--- src/rtl/match_pri_enc.sv ---
// match_pri_enc
// Two-stage pipelined priority encoder for a TCAM match vector. Returns the
// lowest set bit index, a hit flag and a multi-hit flag two cycles after the
// vector is accepted. Valid/ready handshakes on both sides.
//
// Ports:
//   clk      in   single clock, rising edge
//   rst      in   asynchronous active-low reset
//   s_match  in   DEPTH-bit match vector (bit i = entry i matched)
//   s_valid  in   s_match valid
//   s_ready  out  vector accepted this cycle when s_valid is also high
//   m_index  out  lowest matching entry index (0 when no hit)
//   m_hit    out  at least one bit set
//   m_multi  out  two or more bits set
//   m_valid  out  result valid
//   m_ready  in   downstream accepts result
module match_pri_enc #(
    parameter  int unsigned DEPTH     = 64,
    parameter  int unsigned SEG_WIDTH = 8,
    localparam int unsigned IDX_WIDTH = (DEPTH > 1) ? $clog2(DEPTH) : 1
) (
    input  logic                 clk,
    input  logic                 rst,
    input  logic [DEPTH-1:0]     s_match,
    input  logic                 s_valid,
    output logic                 s_ready,
    output logic [IDX_WIDTH-1:0] m_index,
    output logic                 m_hit,
    output logic                 m_multi,
    output logic                 m_valid,
    input  logic                 m_ready
);

    localparam int unsigned NSEG = DEPTH / SEG_WIDTH;
    localparam int unsigned SIW  = $clog2(SEG_WIDTH);

    // Stage-1 combinational per-segment results
    logic           w_seg_hit   [NSEG];
    logic           w_seg_multi [NSEG];
    logic [SIW-1:0] w_seg_idx   [NSEG];

    // Stage-1 registers
    logic           r_s1_valid;
    logic           r_seg_hit   [NSEG];
    logic           r_seg_multi [NSEG];
    logic [SIW-1:0] r_seg_idx   [NSEG];

    // Stage-2 combinational selection
    logic                 w_found;
    logic                 w_multi;
    logic [IDX_WIDTH-1:0] w_index;

    logic w_adv1;
    logic w_adv2;

    // A stage advances when its output slot is empty or being drained.
    assign w_adv2  = !m_valid || m_ready;
    assign w_adv1  = !r_s1_valid || w_adv2;
    assign s_ready = w_adv1;

    for (genvar g = 0; g < NSEG; g++) begin : g_seg
        logic [SEG_WIDTH-1:0] w_seg;
        logic [SIW-1:0]       w_idx;

        assign w_seg = s_match[g*SEG_WIDTH +: SEG_WIDTH];

        // Scan high to low so the lowest set bit is the last one written.
        always_comb begin
            w_idx = '0;
            for (int b = int'(SEG_WIDTH) - 1; b >= 0; b--) begin
                if (w_seg[b]) begin
                    w_idx = SIW'(b);
                end
            end
        end

        assign w_seg_hit[g]   = |w_seg;
        // Clearing the lowest set bit leaves something only if 2+ bits were set.
        assign w_seg_multi[g] = |(w_seg & (w_seg - SEG_WIDTH'(1)));
        assign w_seg_idx[g]   = w_idx;
    end

    // Lowest hitting segment wins; any further hitting segment makes it multi.
    always_comb begin
        w_found = 1'b0;
        w_multi = 1'b0;
        w_index = '0;
        for (int s = 0; s < int'(NSEG); s++) begin
            if (r_seg_hit[s]) begin
                if (!w_found) begin
                    w_found = 1'b1;
                    w_multi = r_seg_multi[s];
                    // SEG_WIDTH is a power of two, so this OR is the
                    // concatenation {s, seg_idx} and cannot overflow.
                    w_index = IDX_WIDTH'(s * int'(SEG_WIDTH)) | IDX_WIDTH'(r_seg_idx[s]);
                end else begin
                    w_multi = 1'b1;
                end
            end
        end
    end

    always_ff @(posedge clk or negedge rst) begin
        if (!rst) begin
            r_s1_valid <= 1'b0;
            for (int s = 0; s < int'(NSEG); s++) begin
                r_seg_hit[s]   <= 1'b0;
                r_seg_multi[s] <= 1'b0;
                r_seg_idx[s]   <= '0;
            end
            m_valid <= 1'b0;
            m_index <= '0;
            m_hit   <= 1'b0;
            m_multi <= 1'b0;
        end else begin
            if (w_adv1) begin
                r_s1_valid <= s_valid;
                for (int s = 0; s < int'(NSEG); s++) begin
                    r_seg_hit[s]   <= w_seg_hit[s];
                    r_seg_multi[s] <= w_seg_multi[s];
                    r_seg_idx[s]   <= w_seg_idx[s];
                end
            end
            if (w_adv2) begin
                m_valid <= r_s1_valid;
                m_index <= w_index;
                m_hit   <= w_found;
                m_multi <= w_multi;
            end
        end
    end

endmodule

--- config.mk ---
export PLATFORM = sky130hd
export DESIGN_NAME = match_pri_enc
export DESIGN_NICKNAME = d
export VERILOG_FILES = /design/src/rtl/match_pri_enc.sv
export SDC_FILE = /design/constraint.sdc
export NUM_CORES = 1
export LEC_CHECK = 0
export BUFFER_PORTS_ARGS = -buffer_cell sky130_fd_sc_hd__buf_2
export CORE_MARGIN = 2
export CORE_UTILIZATION = 48
export DETAILED_ROUTE_END_ITERATION = 8
export PLACE_DENSITY = 0.76
export SYNTH_ARGS = -nofsm -noshare
export SYNTH_HDL_FRONTEND = slang
export SYNTH_SLANG_ARGS = --single-unit
--- constraint.sdc ---
create_clock -name clk -period 1.8 [get_ports clk]
set_clock_uncertainty 0.1 [all_clocks]
set_input_delay 0.27 -clock clk [delete_from_list [all_inputs] [get_ports clk]]
set_output_delay 0.27 -clock clk [all_outputs]
set_load 0.02 [all_outputs]
==> results.py, run 1 <==
metrics = {
    "finish": {
        "antenna_cells": 0,
        "nets": 520,
        "layout_commonest_cell": "sky130_fd_sc_hd__buf_2",
        "instances_no_fill": 530,
        "stdcell_area_um2": 3790,
        "drive_gt1_share_pct": 24.9,
        "area.growth.synth_to_final_pct": 23.2,
        "layout.cells.most_common_list": "sky130_fd_sc_hd__buf_2, sky130_fd_sc_hd__dfrtp_1, sky130_fd_sc_hd__nor2_1",
    },
    "setup_path": {
        "critical_path.startpoint_type": "flip-flop",
        "rr_endpoint": "m_index[2]",
        "critical_path_peak_fanout": 5,
        "r2r_start": "r_seg_hit[6]",
        "timing_worst_setup_path_type": "flip-flop to output pin",
        "reg2reg_setup_slack_ns": 0.16,
        "cp_data_required_time_ns": 1.43,
        "rr_worst_depth": 4,
        "cp.arrival_ns": 1.35,
        "endpoint_kind": "output pin",
    },
    "hold_path": {
        "hold_path.class": "input pin to flip-flop",
        "timing.hold.worst_endpoint": "r_seg_idx[0]",
        "launch_instance_of_the_worst_min_delay_path": "s_match[56]",
        "timing.hold.worst_path_depth": 2,
    },
    "sta": {
        "max-slew-margin-rel_pct": 65.2,
        "final_hold_viol_count": 0,
        "timing.hold.ws_ns": 0.0713,
        "fmax_mhz": 582,
        "final-setup-viol-count": 0,
        "worstMarginPinSlew_ns": 0.518,
        "final_max_slew_viol_count": 0,
        "post-route-period-util_pct": 95.4,
        "fin_crit_ns": 1.72,
        "setup_ws_ns": 0.0824,
    },
    "die": {
        "die_height_um": 84.1,
        "start_util_pct": 49.1,
        "fp.dieArea_um2": 7070,
        "design.core.area_um2": 6280,
        "floorplan.rows": 29,
        "io-pin-count": 78,
        "chipWidth_um": 84.1,
    },
    "yosys": {
        "yosys_warnings": 0,
        "ys_seq_area_share_pct": 40.6,
        "synth_edf_count": 0,
        "netlist_area_um2": 3080,
        "synth_cell_types": 42,
        "post_syn_instances": 363,
        "yosys_most_used_dff": "sky130_fd_sc_hd__dfrtp_1",
        "syn_avg_cell_area_um2": 8.48,
        "async_reset_ff_share_pct": 100,
        "synth.net_count": 431,
        "synth_seq_cells": 50,
    },
    "power": {
        "max-vdd-ir-drop_uv": 412,
        "power.sequential.fraction_pct": 49.6,
        "swShare_pct": 27.1,
        "total_leakage_power_uw": 0.00158,
        "total_switching_power_uw": 667,
        "internal_power_uw": 1790,
        "cellPowerDensity_nw_per_um2": 647,
        "comb_power_share_pct": 18.8,
        "clock_network_fraction_of_design_power_pct": 31.6,
    },
    "clock_network": {
        "cts_buffers": 5,
        "post_cts_clock_slew_at_the_launch_and_capture_registers_of_the_worst_setup_and_hold_paths_ns": 0.09,
        "tritoncts_clock_tree": "yes",
        "cts.root.buffer_cell": "sky130_fd_sc_hd__clkbuf_8",
        "clkSinkCount": 50,
        "cts_buffer_depth": 2,
        "clock_tree.htree_level_count": 2,
        "insertion_delay_ns": 0.31,
        "post_cts_buffers": 0,
    },
    "placement": {
        "dp_cells": 521,
        "placed_area_um2": 3670,
        "place_congestion": 0.812,
        "port_buffers": 77,
        "place.detailed.hpwl_um": 5650,
        "dp_slack_ns": -0.140,
    },
    "global_routing": {
        "grt_max_degree": 33,
        "track_usage_pct": 20.6,
        "grt_pass1_vias": 2920,
        "global_route_wire_length_before_repair_um": 12200,
        "grt-ovfl-total": 0,
        "antenna_found_initial": 0,
    },
    "drt": {
        "post-route-drc-count": 0,
        "ant_nets": 0,
        "initialDrtViolationCount": 107,
        "wl_um": 7180,
        "routed-via-count": 3110,
        "wl_per_cell_um": 13.5,
        "detail_route.first_pass.iterations": 4,
        "vias_per_cell": 5.87,
    },
    "run": {
        "cap_violations": 0,
    },
    "outcome": {
        "outcome": "complete, no violations",
    },
}
## synth_stat cells (4+ instances only)
cell type,count,area (um2)
sky130_fd_sc_hd__o21bai_1,9,67.6
sky130_fd_sc_hd__clkbuf_1,12,45.0
sky130_fd_sc_hd__o311ai_0,5,43.8
sky130_fd_sc_hd__nor2_1,41,154
sky130_fd_sc_hd__maj3_1,13,130
sky130_fd_sc_hd__buf_2,4,20.0
sky130_fd_sc_hd__o21ai_0,15,75.1
sky130_fd_sc_hd__nand2b_1,9,56.3
sky130_fd_sc_hd__nor3_1,15,75.1
sky130_fd_sc_hd__a2111oi_0,4,35.0
sky130_fd_sc_hd__dfrtp_1,50,1250
sky130_fd_sc_hd__a21o_1,5,37.5
sky130_fd_sc_hd__a31oi_1,10,62.6
sky130_fd_sc_hd__o31ai_1,21,158
sky130_fd_sc_hd__a21oi_1,22,110
sky130_fd_sc_hd__or3_1,9,56.3
sky130_fd_sc_hd__nor4_1,10,62.6
sky130_fd_sc_hd__inv_1,18,67.6
sky130_fd_sc_hd__nand2_1,39,146
sky130_fd_sc_hd__or4_1,10,75.1
sky130_fd_sc_hd__o41ai_1,9,78.8
## flip-flops by register name (all words and copies together) (netlist names)
register     cells
m_multi          1
m_valid          1
r_seg_multi      8
m_hit            1
r_seg_idx       24
m_index          6
r_s1_valid       1
r_seg_hit        8
## power by group through the flow
| stage | registers (uW) | clock network, uW | logic [uW] |
|---|---|---|---|
| after global routing | 1220 | 838 | 519 |
| after CTS | 1220 | 792 | 464 |
| after detailed placement | 1240 | 0 | 460 |
| after floorplan | 1240 | 0 | 214 |
| after global placement | 1240 | 0 | 447 |
| final | 1220 | 776 | 463 |
## critical path, stage by stage, from the launching register on
cell                       delay (ns)
sky130_fd_sc_hd__dfrtp_1         0.37
sky130_fd_sc_hd__nor2b_1         0.21
sky130_fd_sc_hd__and2_4          0.20
sky130_fd_sc_hd__clkinv_2        0.10
sky130_fd_sc_hd__buf_2           0.17
## cell families after synthesis
group / share of synthesized area [%]
AOI/OAI and AO/OA: 27.4
adders and majority gates: 4.23
buffers and inverters: 4.43
DFF: 40.6
and+or+nand+nor: 23.3
## metal layers
metal | share of wire, % | routed length, um | vias to the layer above | GRT usage, %
met5 | 0 | 0 | - | 0
met4 | 2.1 | 153 | 0 | 7.33
met3 | 4.8 | 342 | 14 | 3.86
met2 | 49 | 3550 | 91 | 36.4
met1 | 44 | 3130 | 1452 | 24.8
li1 | - | - | 1553 | -
## final cells by class
cell class,instances,area (um2)
multi-input combinational,278,1690
inverter,19,72.6
timing repair buffer,98,571
sequential,50,1250
tap,77,96.3
clock inverter,3,40.0
fill,571,2480
clock buffer,5,68.8
## metrics by stage
| step | power [uW] | TNS, ns | utilization [%] |
|---|---|---|---|
| after floorplan | 1450 | 0 | - |
| after global placement | 1680 | -0.103 | 58.5 |
| after detailed placement | 1700 | -0.231 | 58.5 |
| after CTS | 2470 | 0 | 60.4 |
| after global routing | 2580 | -0.0206 | 60.4 |
| final | 2460 | 0 | 60.4 |
## how the worst max path moves through the flow
stage	from	endpoint	slack, ns	cells past startpoint
5_1_grt	m_valid	s_ready	-0.02	4
3_3_place_gp	s_match[24]	r_seg_multi[4]	-0.1	6
4_1_cts	m_valid	s_ready	0.07	4
3_5_place_dp	s_match[24]	r_seg_multi[4]	-0.14	6
2_1_floorplan	m_valid	s_ready	0.02	6
6_report	m_valid	s_ready	0.08	4
## what timing repair did
item                                    CTS  global route
cloned                                    0             0
pin swaps                                 0             0
gates resized for setup                   1             1
hold endpoints to repair                 20             0
endpoints found under the setup margin    1             1
hold buffers                              1             0
Note: power is estimated with default switching activity, not from simulation.
==> run 2, diff against run 1 <==
--- a/config.mk
+++ b/config.mk
@@ -5,10 +5,12 @@
 export SDC_FILE = /design/constraint.sdc
 export NUM_CORES = 1
 export LEC_CHECK = 0
+export ABC_CLOCK_PERIOD_IN_PS = 1800
 export BUFFER_PORTS_ARGS = -buffer_cell sky130_fd_sc_hd__buf_2
 export CORE_MARGIN = 2
 export CORE_UTILIZATION = 48
 export DETAILED_ROUTE_END_ITERATION = 8
+export MAX_ROUTING_LAYER = met4
 export PLACE_DENSITY = 0.76
 export SYNTH_ARGS = -nofsm -noshare
 export SYNTH_HDL_FRONTEND = slang
==> results.py, run 2 (synthesis results as in run 1) <==
metrics = {
    "outcome": {
        "outcome": "complete, no violations",
    },
    "global_routing": {
        "grt_max_degree": 33,
        "grt_pass1_vias": 2928,
        "antenna_found_initial": 0,
        "global_route_wire_length_before_repair_um": 12200,
        "track_usage_pct": 21.2,
        "grt-ovfl-total": 0,
    },
    "drt": {
        "wl_per_cell_um": 13.5,
        "wl_met2_um": 3540,
        "vias_per_cell": 5.84,
        "detail_route.first_pass.iterations": 4,
        "wl_um": 7160,
        "routed-via-count": 3095,
        "met3WireLength_um": 327,
        "initialDrtViolationCount": 128,
        "drt-met1-wl_um": 3160,
        "post-route-drc-count": 0,
        "ant_nets": 0,
        "routed.top_layer": "met4",
    },
    "finish": {
        "area.growth.synth_to_final_pct": 23.2,
        "fillCellCount": 571,
        "drive_gt1_share_pct": 24.9,
        "multiInputGateArea_um2": 1690,
        "registers.top_by_ff_count": "r_seg_idx",
        "antenna_cells": 0,
        "register_area_um2": 1250,
        "biggestRegsByFlops": "r_seg_idx x24, r_seg_hit x8, r_seg_multi x8",
        "layout_commonest_cell": "sky130_fd_sc_hd__buf_2",
        "layout.cells.most_common_list": "sky130_fd_sc_hd__buf_2, sky130_fd_sc_hd__dfrtp_1, sky130_fd_sc_hd__nor2_1",
        "flip_flop_count_of_the_largest_register_all_copies_and_words_added": 24,
        "nets": 520,
    },
    "sta": {
        "final_hold_viol_count": 0,
        "fin_crit_ns": 1.72,
        "fmax_mhz": 582,
        "final-setup-viol-count": 0,
        "final_max_slew_viol_count": 0,
        "setup_ws_ns": 0.0827,
        "max-slew-margin-rel_pct": 66.2,
        "totalNegativeSetupSlack_ns": 0,
        "post-route-period-util_pct": 95.4,
        "worstMarginPinSlew_ns": 0.508,
    },
    "setup_path": {
        "critical_path.startpoint_type": "flip-flop",
        "setup.worst_path.start": "m_valid",
        "cp_data_required_time_ns": 1.43,
        "critical_path.slowest_cell": "sky130_fd_sc_hd__dfrtp_1",
        "critical-path-top-delay-family": "simple AND/OR/NAND/NOR gates",
        "timing_worst_setup_path_type": "flip-flop to output pin",
        "endpoint_kind": "output pin",
        "max_stage_delay_ns": 0.37,
        "r2r_start": "r_seg_hit[6]",
        "critical_path_peak_fanout": 5,
        "cp.arrival_ns": 1.35,
        "crit_buf_inv": 2,
        "sequence_of_cells_on_the_critical_path": "nor2b_1 -> and2_4 -> clkinv_2 -> buf_2",
    },
    "clock_network": {
        "tritoncts_clock_tree": "yes",
        "insertion_delay_ns": 0.30,
        "cts_buffer_depth": 2,
        "cts.root.buffer_cell": "sky130_fd_sc_hd__clkbuf_8",
        "cts_buffers": 5,
        "post_cts_clock_slew_at_the_launch_and_capture_registers_of_the_worst_setup_and_hold_paths_ns": 0.09,
        "clock_tree.htree_level_count": 2,
        "clkSinkCount": 50,
    },
    "power": {
        "cellPowerDensity_nw_per_um2": 647,
        "max-vdd-ir-drop_uv": 411,
        "post-layout-total-power_uw": 2460,
        "total_leakage_power_uw": 0.00158,
    },
    "placement": {
        "place_congestion": 0.824,
        "place.detailed.hpwl_um": 5650,
        "port_buffers": 77,
        "dp_slack_ns": -0.140,
    },
    "die": {
        "design.core.area_um2": 6280,
        "start_util_pct": 49.1,
        "chipWidth_um": 84.1,
        "fp.dieArea_um2": 7070,
        "io-pin-count": 78,
        "floorplan.rows": 29,
        "die_height_um": 84.1,
    },
    "run": {
        "cap_violations": 0,
    },
    "hold_path": {
        "hold_path.class": "input pin to flip-flop",
        "launch_instance_of_the_worst_min_delay_path": "s_match[56]",
    },
}
==> run 2: cell counts in the layout (fill, tap and decap cells not counted) <==
Identical to the previous run, type by type.
==> run 2: worst register-to-register path, stage by stage, from the launching register on <==
cell	delay (ns)
sky130_fd_sc_hd__dfrtp_1	0.47
sky130_fd_sc_hd__nor4_1	0.47
sky130_fd_sc_hd__a221oi_1	0.18
sky130_fd_sc_hd__a31oi_1	0.20
sky130_fd_sc_hd__o21ai_0	0.11
==> run 2: area by class of cell <==
type | count | share of cell area [%]
Inverter | 19 | 1.91
Sequential cell | 50 | 33.0
Tap cell | 77 | 2.54
Clock buffer | 5 | 1.81
Clock inverter | 3 | 1.06
Timing Repair Buffer | 98 | 15.0
Multi-Input combinational cell | 278 | 44.7
==> run 2: worst paths after layout <==
| check | to | slack (ns) | cells after the start |
|---|---|---|---|
| max | s_ready | 0.08 | 4 |
| min | r_seg_idx[0] | 0.07 | 2 |
| max reg2reg | m_index[2] | 0.16 | 4 |
| min reg2reg | m_index[3] | 0.38 | 2 |
| max in group asynchronous | r_seg_idx[23] | 0.72 | 3 |
| min in group asynchronous | m_multi | 0.36 | 2 |
==> run 2: repair_timing <==
action | in CTS | in global routing
hold buffers | 1 | 0
endpoints found under the setup margin | 1 | 1
gates resized for setup | 1 | 1
hold endpoints to repair | 20 | 0
pin swaps | 0 | 0
buffers inserted | 0 | 0
==> run 2: report_power, final <==
| part | internal, uW | switching [uW] | total (uW) | leakage, uW |
|---|---|---|---|---|
| sequential | 1180 | 37.1 | 1220 | 0.000579 |
| clock | 409 | 367 | 776 | 0.0000579 |
| combinational | 200 | 262 | 462 | 0.000943 |
==> run 2: metrics by stage <==
step	hold WS, ns	cells	util [%]	cell area, um2
5_1_grt	0.0759	530	60.4	3790
2_1_floorplan	-0.126	363	-	3080
4_1_cts	0.0671	530	60.4	3790
3_3_place_gp	0.159	521	58.5	3670
3_5_place_dp	0.168	521	58.5	3670
6_report	0.0725	530	60.4	3790
==> run 2: routing by layer <==
metal | GRT usage [%] | up-vias
li1 | - | 1550
met1 | 25.0 | 1448
met2 | 36.4 | 85
met3 | 3.56 | 12
met4 | 7.33 | 0
met5 | - | -
==> run 3, diff against run 2 <==
--- a/config.mk
+++ b/config.mk
@@ -11,7 +11,7 @@
 export CORE_UTILIZATION = 48
 export DETAILED_ROUTE_END_ITERATION = 8
 export MAX_ROUTING_LAYER = met4
-export PLACE_DENSITY = 0.76
+export PLACE_DENSITY = 0.74
 export SYNTH_ARGS = -nofsm -noshare
 export SYNTH_HDL_FRONTEND = slang
 export SYNTH_SLANG_ARGS = --single-unit
==> results.py, run 3 (synthesis results as in run 1) <==
metrics = {
    "sta": {
        "fmax_mhz": 584,
        "grt_setup_unrepaired": "no",
        "fin_crit_ns": 1.71,
        "max-slew-margin-rel_pct": 64.0,
        "final-setup-viol-count": 0,
        "setup_ws_ns": 0.0889,
        "final_max_slew_viol_count": 0,
        "final_hold_viol_count": 0,
        "worstMarginPinSlew_ns": 0.536,
        "post-route-period-util_pct": 95.1,
    },
    "clock_network": {
        "cts_buffer_depth": 2,
        "post_cts_clock_slew_at_the_launch_and_capture_registers_of_the_worst_setup_and_hold_paths_ns": 0.09,
        "post_cts_buffers": 0,
        "clkSinkCount": 50,
        "cts.root.buffer_cell": "sky130_fd_sc_hd__clkbuf_8",
        "tritoncts_clock_tree": "yes",
        "insertion_delay_ns": 0.31,
        "clock_tree.htree_level_count": 2,
        "cts_buffers": 5,
    },
    "placement": {
        "port_buffers": 77,
        "place_congestion": 0.814,
        "dp_slack_ns": -0.190,
        "place.detailed.hpwl_um": 5640,
    },
    "finish": {
        "fillCellCount": 575,
        "multiInputGateArea_um2": 1700,
        "flip_flop_count_of_the_largest_register_all_copies_and_words_added": 24,
        "area.growth.synth_to_final_pct": 23.6,
        "nets": 521,
        "layout.cells.most_common_list": "sky130_fd_sc_hd__buf_2, sky130_fd_sc_hd__dfrtp_1, sky130_fd_sc_hd__nor2_1",
        "post-route-util_pct": 60.6,
        "drive_gt1_share_pct": 25.1,
        "antenna_cells": 0,
        "layout_commonest_cell": "sky130_fd_sc_hd__buf_2",
        "register_area_um2": 1250,
        "biggestRegsByFlops": "r_seg_idx x24, r_seg_hit x8, r_seg_multi x8",
        "registers.top_by_ff_count": "r_seg_idx",
    },
    "setup_path": {
        "rr_worst_depth": 4,
        "crit_buf_inv": 0,
        "critical-path-top-delay-family": "simple AND/OR/NAND/NOR gates",
        "critical_path.startpoint_type": "flip-flop",
        "rr_endpoint": "m_index[0]",
        "timing_worst_setup_path_type": "flip-flop to flip-flop",
        "cp_data_required_time_ns": 1.90,
        "critical_path_peak_fanout": 8,
        "sequence_of_cells_on_the_critical_path": "nor4_1 -> a221oi_1 -> a31oi_1 -> o21ai_0",
        "endpoint_kind": "flip-flop",
        "r2r_start": "r_seg_hit[6]",
        "cp.arrival_ns": 1.81,
        "reg2reg_setup_slack_ns": 0.09,
        "critical_path.slowest_cell": "sky130_fd_sc_hd__nor4_1",
        "max_stage_delay_ns": 0.51,
    },
    "drt": {
        "routed-via-count": 3062,
        "wl_per_cell_um": 13.6,
        "vias_per_cell": 5.77,
        "wl_um": 7250,
        "detail_route.first_pass.iterations": 4,
        "post-route-drc-count": 0,
        "ant_nets": 0,
        "initialDrtViolationCount": 160,
    },
    "global_routing": {
        "track_usage_pct": 21.6,
        "grtUsageMet2_pct": 37.4,
        "grt-ovfl-total": 0,
        "global_route_wire_length_before_repair_um": 12300,
        "grt_max_degree": 51,
        "groute.layer.met1.usage_pct": 25.5,
        "antenna_found_initial": 0,
        "grt_pass1_vias": 2909,
        "busiest_layer": "met2",
        "gr-usage-met3_pct": 3.86,
    },
    "power": {
        "power.sequential.fraction_pct": 49.4,
        "clock_network_fraction_of_design_power_pct": 31.7,
        "max-vdd-ir-drop_uv": 467,
        "internal_power_uw": 1800,
        "swShare_pct": 27.1,
        "comb_power_share_pct": 19.0,
        "total_switching_power_uw": 667,
        "cellPowerDensity_nw_per_um2": 647,
        "total_leakage_power_uw": 0.00158,
    },
    "die": {
        "die_height_um": 84.1,
        "fp.dieArea_um2": 7070,
        "start_util_pct": 49.1,
        "floorplan.rows": 29,
        "io-pin-count": 78,
        "design.core.area_um2": 6280,
        "chipWidth_um": 84.1,
    },
    "hold_path": {
        "hold_path.class": "input pin to flip-flop",
        "timing.hold.worst_endpoint": "r_s1_valid",
        "launch_instance_of_the_worst_min_delay_path": "s_valid",
        "timing.hold.worst_path_depth": 2,
    },
    "run": {
        "cap_violations": 0,
    },
    "outcome": {
        "outcome": "complete, no violations",
    },
}
-- run 3: cell types whose count changed in the layout (fill, tap and decap cells not counted) --
cell	before	now
sky130_fd_sc_hd__clkinv_2	3	0
sky130_fd_sc_hd__a2111oi_0	4	3
sky130_fd_sc_hd__a2111oi_2	0	1
sky130_fd_sc_hd__and2_2	0	1
sky130_fd_sc_hd__and2_4	1	0
sky130_fd_sc_hd__buf_4	18	19
sky130_fd_sc_hd__clkbuf_1	0	1
sky130_fd_sc_hd__clkinvlp_4	0	1
sky130_fd_sc_hd__inv_2	0	1
-- run 3: layout make-up --
| type | count | area share (%) |
|---|---|---|
| Multi-Input combinational cell | 278 | 44.6 |
| Sequential cell | 50 | 32.9 |
| Timing Repair Buffer | 99 | 15.2 |
| Tap cell | 77 | 2.53 |
| Clock buffer | 6 | 1.91 |
| Inverter | 19 | 1.87 |
| Clock inverter | 2 | 0.986 |
-- run 3: power by group through the flow --
| stage | clock network, uW | registers, uW | logic, uW |
|---|---|---|---|
| 5_1_grt | 832 | 1220 | 526 |
| 3_3_place_gp | 0 | 1240 | 450 |
| 6_report | 781 | 1220 | 467 |
| 2_1_floorplan | 0 | 1240 | 214 |
| 4_1_cts | 797 | 1220 | 468 |
| 3_5_place_dp | 0 | 1240 | 464 |
-- run 3: worst max-delay path by stage --
stage	start	endpoint	slack, ns	cells past startpoint
final	r_seg_hit[6]	m_index[0]	0.09	4
after global routing	r_seg_hit[6]	m_index[0]	0.01	4
after CTS	m_valid	s_ready	0.01	4
after detailed placement	s_match[24]	r_seg_multi[4]	-0.19	6
after global placement	s_match[24]	r_seg_multi[4]	-0.10	6
after floorplan	m_valid	s_ready	0.02	6
-- run 3: per-layer routing --
| metal | vias to the layer above | share of wire (%) |
|---|---|---|
| met5 | - | 0 |
| met4 | 0 | 1.3 |
| li1 | 1548 | - |
| met2 | 70 | 51 |
| met3 | 7 | 4.4 |
| met1 | 1437 | 43 |
-- run 3: stage by stage --
stage | hold WS [ns] | cell area (um2) | setup TNS [ns] | instances | total power [uW]
floorplan | -0.126 | 3080 | 0 | 363 | 1450
global placement | 0.177 | 3680 | -0.103 | 522 | 1690
detailed placement | 0.177 | 3680 | -0.212 | 522 | 1700
CTS | 0.0565 | 3800 | 0 | 531 | 2480
global route | 0.0578 | 3810 | 0 | 531 | 2580
finish | 0.0572 | 3810 | 0 | 531 | 2460
-- run 3: what timing repair did --
action,in CTS,in global routing
endpoints found under the hold margin,50,0
gates resized for setup,0,3
hold buffers,1,0
setup endpoints to repair,0,2
-- run 3: worst reg2reg max path, stage by stage (launching register included) --
cell	delay, ns
sky130_fd_sc_hd__dfrtp_1	0.48
sky130_fd_sc_hd__nor4_1	0.51
sky130_fd_sc_hd__a221oi_1	0.19
sky130_fd_sc_hd__a31oi_1	0.21
sky130_fd_sc_hd__o21ai_0	0.11
